`config.mk`:
```
export PLATFORM = sky130hd
export DESIGN_NAME = sprite_addr_gen
export DESIGN_NICKNAME = d
export VERILOG_FILES = /design/src/rtl/sprite_addr_gen.sv
export SDC_FILE = /design/constraint.sdc
export NUM_CORES = 1
export LEC_CHECK = 0
export CAP_MARGIN = 20
export CORE_MARGIN = 4
export CORE_UTILIZATION = 49
export CTS_CLUSTER_SIZE = 28
export DETAILED_ROUTE_END_ITERATION = 8
export GPL_TIMING_DRIVEN = 0
export PLACE_DENSITY = 0.79
export SLEW_MARGIN = 5
export SYNTH_ARGS = -nofsm -noshare
export SYNTH_HDL_FRONTEND = slang
export SYNTH_SLANG_ARGS = --single-unit
```
`constraint.sdc`:
```
create_clock -name clk -period 2.25 [get_ports clk]
set_input_delay 0.225 -clock clk [delete_from_list [all_inputs] [get_ports clk]]
set_output_delay 0.225 -clock clk [all_outputs]
set_load 0.02 [all_outputs]
```
`src/rtl/sprite_addr_gen.sv`:
```
// sprite_addr_gen: maps the beam position to an 8x8 sprite ROM address, scaled by 2**SCALE_LOG2, with a registered hit flag and pixel.
// Optional build macro SPRITE_MIRROR_EN adds i_mirror, which flips the sprite horizontally.
module sprite_addr_gen #(
    parameter int SCALE_LOG2 = 2,
    parameter int COORD_W    = 10
) (
    input  logic               clk,
    input  logic               rst,
    input  logic [COORD_W-1:0] i_hpos,
    input  logic [COORD_W-1:0] i_vpos,
    input  logic               i_frame_start,
    input  logic [COORD_W-1:0] i_sprite_x,
    input  logic [COORD_W-1:0] i_sprite_y,
`ifdef SPRITE_MIRROR_EN
    input  logic               i_mirror,
`endif
    input  logic               i_sprite_color,
    output logic [5:0]         o_rom_counter,
    output logic               o_in_box,
    output logic               o_pixel
);

    typedef enum logic {WAIT_FRAME, RUN} state_t;

    // One bit wider than a coordinate so boxes past the screen edge clip instead of wrapping.
    localparam logic [COORD_W:0] BOX = (COORD_W+1)'(8 << SCALE_LOG2);

    state_t             state_q, state_d;
    logic [COORD_W-1:0] pos_x_q, pos_x_d, pos_y_q, pos_y_d;
    logic [COORD_W:0]   x_end, y_end;
    logic [COORD_W-1:0] dx, dy;
    logic [2:0]         col, row;
    logic               hit, mirror;
    logic [5:0]         rom_q, rom_d;
    logic               in_box_q, in_box_d, pixel_q, pixel_d;

`ifdef SPRITE_MIRROR_EN
    logic mirror_q, mirror_d;

    always_ff @(posedge clk or posedge rst) begin
        if (rst) mirror_q <= 1'b0;
        else     mirror_q <= mirror_d;
    end

    assign mirror_d = i_frame_start ? i_mirror : mirror_q;
    assign mirror   = mirror_q;
`else
    assign mirror = 1'b0;
`endif

    always_ff @(posedge clk or posedge rst) begin
        if (rst) begin
            state_q  <= WAIT_FRAME;
            pos_x_q  <= '0;
            pos_y_q  <= '0;
            rom_q    <= '0;
            in_box_q <= 1'b0;
            pixel_q  <= 1'b0;
        end else begin
            state_q  <= state_d;
            pos_x_q  <= pos_x_d;
            pos_y_q  <= pos_y_d;
            rom_q    <= rom_d;
            in_box_q <= in_box_d;
            pixel_q  <= pixel_d;
        end
    end

    // The position used this cycle is the one latched before any frame_start now present.
    always_comb begin
        state_d  = (state_q == WAIT_FRAME && i_frame_start) ? RUN : state_q;
        pos_x_d  = i_frame_start ? i_sprite_x : pos_x_q;
        pos_y_d  = i_frame_start ? i_sprite_y : pos_y_q;
        x_end    = {1'b0, pos_x_q} + BOX;
        y_end    = {1'b0, pos_y_q} + BOX;
        dx       = i_hpos - pos_x_q;
        dy       = i_vpos - pos_y_q;
        col      = 3'(dx >> SCALE_LOG2);
        row      = 3'(dy >> SCALE_LOG2);
        hit      = (state_q == RUN) && (i_hpos >= pos_x_q) && ({1'b0, i_hpos} < x_end)
                   && (i_vpos >= pos_y_q) && ({1'b0, i_vpos} < y_end);
        in_box_d = hit;
        rom_d    = hit ? {row, mirror ? ~col : col} : 6'd0;
        pixel_d  = (state_q == RUN) && in_box_q && i_sprite_color;
    end

    assign o_rom_counter = rom_q;
    assign o_in_box      = in_box_q;
    assign o_pixel       = pixel_q;

endmodule
```
* Word-level counts from Yosys, hierarchy flattened
Cells that the tools add are included.
** Operators by class
- Order comparisons :: 4
- Reductions and logical operators :: 7
- Muxes and demuxes :: 1
- $add $sub $neg :: 4
- Bitwise operators :: 1
** Operators with widths (count)
- adder 10 x 6 -> 11 bit, second input constant :: 2
- < comparator 10 x 11 -> 1 bit :: 2
- greater-or-equal comparator 10 bit :: 2
- subtractor 5 bit :: 2
- logical AND 1 bit :: 7
- two-way mux 6 bit :: 1
- NOT 1 bit :: 1
** Storage, ports and cells
- Input port bits :: 44
- Logic and storage cells :: 23
- Bits in registers :: 29

* Longest topological paths before layout
- Depth in word-level cells :: 6
- Gate-level depth with buffers :: 9

* Least setup slack after synthesis
OpenSTA, ideal clock, no wires.
- Kind :: register -> register
- Start point :: reg pos_y_q[5]
- End point :: reg rom_q[1] (netlist: o_rom_counter[1])
- Stages on the path, launching flop included :: 10
- Setup time :: 0.134 ns
- Data required time :: 2.116 ns
- Arrival time :: 1.899 ns
- Clock period less this slack :: 2.033 ns
- Buffers on the path :: 0
- Path slack :: 0.217 ns
- Cell sequence :: dfrtp_1 -> ha_1 -> xnor2_1 -> ha_1 -> and4b_1 -> o21ai_0 -> a211o_2 -> o2111a_2 -> nand4_4 -> a211oi_2
** On the way
- Longest elaborated chain between the ends :: 4
** RTL lines
- start: declaration :: line 29 : logic [COORD_W-1:0] pos_x_q, pos_x_d, pos_y_q, pos_y_d;
- start signal: assignment :: line 62 : pos_y_q <= pos_y_d;
- adder 10 x 6 -> 11 bit or greater-or-equal comparator 10 bit (tied branches) :: line 75, 81
- < comparator 10 x 11 -> 1 bit or logical AND 1 bit (tied branches) :: line 81 : && (i_vpos >= pos_y_q) && ({1'b0, i_vpos} < y_end);
- logical AND 1 bit * :: line 81
- two-way mux 6 bit * :: line 83 : rom_d = hit ? {row, mirror ? ~col : col} : 6'd0;
- named net rom_d[1] :: line 34 : logic [5:0] rom_q, rom_d;
- end signal: assignment :: line 63 : rom_q <= rom_d;
- end: declaration :: line 34
The timed path passes the listed nets; every way through them passes the cells marked *.
A chain may end at the register's enable or synchronous reset.

* Final worst setup path
- Start point :: reg pos_y_q[5]
- End point :: reg rom_q[5] (netlist: o_rom_counter[5])
Same word-level chain as after synthesis.

==> flow_metrics.tcl <==
set metrics [dict create \
    finalWorstPathRequiredPeriod_ns 2.17 \
    whs_ns 0.309 \
    gr-total-overflow 0 \
    cts_buffer_depth 2 \
    path_cells "ha_2 -> xnor2_2 -> ha_1 -> and4b_1 -> o21ai_1 -> a211o_2 -> o2111a_2 -> nand4_4 -> nor2_1" \
    p_leak_nw 1.28 \
    finalSetupViolations 0 \
    gp_congestion 0.809 \
    async_flop_share_pct 100 \
    postSynthAreaPerCell_um2 9.47 \
    place.detailed.instances 312 \
    rsz0062_at_grt "no" \
    finalMaxSlewViolations 0 \
    synth-seq-cells 29 \
    routed_wl_um 4460 \
    cts_made_buffers 5 \
    startpoint_type "flop" \
    root_buffer "clkbuf_8" \
    track_usage_pct 18.1 \
    die_area_mm2 0.00518 \
    ios 52 \
    coreArea_mm2 0.00397 \
    antenna_cells 0 \
    stdcell_count 322 \
    dr.pass1.iters 4 \
    clock_sinks 29 \
    fin_crit_sh_pct 96.6 \
    areaGrowthSynthToFinish_pct 35.0 \
    cts-htree-levels 2 \
    synth_seq_area_share_pct 36.2 \
    max_stage_delay_ns 0.42 \
    syn_area_mm2 0.00201 \
    slew_headroom_pct 61.0 \
    status "finished, final reports clean" \
    critical-path-slowest-cell "dfrtp_1" \
    vias_per_cell 5.12 \
    path_clk_slew_ns 0.06 \
    clkLatencyLatePin_ns 0.28 \
    final_antenna_net_count 0 \
    drc 0 \
    io_buffer_count 50 \
    cp_data_required_time_ns 2.44 \
    cp_max_fo 6 \
    yosysWarnings 0 \
    fillers 338 \
    hold_violations 0 \
    arrival_ns 2.37 \
    fmax_mhz 460 \
    total_power_mw 1.53 \
    setup.worst_path.end_class "flop" \
    wl_per_cell_um 13.8 \
    hp-class "in2async" \
    ir_worst_vdd_v 0.000404 \
    crit_type "reg2reg" \
    grt_first_pass_wirelength_um 7310 \
    dp_hpwl_um 3440 \
    fin_util_pct 68.2 \
    synth_fp_nets 288 \
    grt_max_degree 30 \
    cts_tree "built" \
    drv_cap 0 \
    synth_edf_count 0 \
    antenna_found_initial 0 \
    drive_gt1_share_pct 10.3 \
    tightest_slew_ns 0.585 \
    fin_nets 348 \
    drt_iter0_drc 70 \
    synthDistinctLibCells 40 \
    power_density_mw_per_mm2 565 \
    start_util_pct 50.5 \
    postSynthCellCount 212 \
    fin_skew_ns 0.00259 \
    fin_setup_tns_ns 0 \
    rows 23 \
    die_x_um 72 \
    vias 1650 \
    synth_ff_type "dfrtp_1" \
    die_h_um 72 \
    grt_pass1_vias 1672 \
]
## synthesized netlist by cell type (3+ instances only)
cell / count / area (um2)
a21o_1: 4 / 30.0
a21oi_1: 10 / 50.1
and3_1: 3 / 18.8
clkbuf_1: 4 / 15.0
dfrtp_1: 29 / 726
ha_1: 32 / 400
inv_1: 27 / 101
nand2_1: 24 / 90.1
nand3_1: 7 / 35.0
nor2_1: 5 / 18.8
nor2b_1: 3 / 18.8
o21ai_0: 23 / 115
xnor2_1: 8 / 70.1
## state kept, by name (all words and copies together), names as in the netlist
name	flops
pos_x_q	10
o_pixel	1
o_in_box	1
state_q	1
pos_y_q	10
o_rom_counter	6
## area by class of cell
cell class / count / area, um2 / area share (%)
inverters: 27 / 101 / 3.74
clock buffers: 7 / 86.3 / 3.19
plain buffers: 4 / 15.0 / 0.554
repair buffers: 53 / 543 / 20.0
well taps: 50 / 62.6 / 2.31
flip-flops and latches: 29 / 726 / 26.8
multi-input cells: 152 / 1170 / 43.4
## cells by family after synthesis
| family | count (synthesis) | share of synthesized area [%] |
|---|---|---|
| multiplexers | 2 | 1.12 |
| AND/OR/NAND/NOR | 56 | 15.0 |
| adder cells (fa/ha/maj) | 32 | 19.9 |
| flip-flops | 29 | 36.2 |
| buffers and inverters | 31 | 5.80 |
| XOR/XNOR | 9 | 3.93 |
| AO/OA/AOI/OAI | 53 | 18.1 |
## where the power goes
part	switching [mW]	internal, mW	leakage, nW
clock network	0.195	0.242	0.0443
registers	0.0242	0.564	0.361
logic	0.246	0.258	0.874
## worst paths after layout
| kind | startpoint | to | slack (ns) | cells past startpoint |
|---|---|---|---|---|
| setup / recovery | pos_y_q[5] | o_rom_counter[5] | 0.08 | 9 |
| hold / removal | rst | pos_x_q[0] | 0.31 | 2 |
| setup reg to reg | pos_y_q[5] | o_rom_counter[5] | 0.08 | 9 |
| hold reg to reg | pos_x_q[0] | pos_x_q[0] | 0.51 | 1 |
| max in group asynchronous | rst | o_rom_counter[5] | 1.46 | 3 |
| min in group clk | i_frame_start | pos_y_q[2] | 0.35 | 3 |
## critical path, delay by kind of cell (launching register included)
family	cells	cell delay [ns]
AO/OA/AOI/OAI	3	0.49
XOR/XNOR	1	0.13
flip-flops	1	0.42
adder cells (fa/ha/maj)	2	0.53
AND/OR/NAND/NOR	3	0.52
## timing repair
item,CTS,global route
cloned,0,0
endpoints found under the hold margin,0,0
hold buffers,0,0
gates resized for setup,1,2
pin swaps,0,6
endpoints found under the setup margin,1,6
buffers inserted,0,2
## metrics by stage
stage / cell area, um2 / setup slack, ns
floorplan: 2010 / 0.217
global placement: 2570 / -0.0414
detailed placement: 2570 / -0.0162
CTS: 2660 / 0.0180
global route: 2710 / 0.00884
finish: 2710 / 0.0769
## layout by cell type (no fill, tap or decap), drive strengths merged, types with 2 or more instances in the layout
cell,count
xnor2,8
mux2,2
nand3,7
o21a,2
clkbuf,11
o2111ai,2
nor2b,3
and3,4
buf,3
a211o,2
a21oi,10
clkdlybuf4s50,50
a21o,5
nor3,3
o21ai,23
dfrtp,29
or2,2
nor3b,2
nand4,3
nor2,5
ha,32
inv,27
nand2,24
## per-layer routing
layer / part of all wire [%] / wire length (um) / global-route usage, %
met1: 47 / 2110 / 23.3
met2: 45 / 2030 / 30.0
met3: 6.0 / 267 / 5.54
met4: 1.1 / 47 / 4.38
met5: 0 / 0 / 0
No activity file was read; power rests on OpenSTA's default activity.
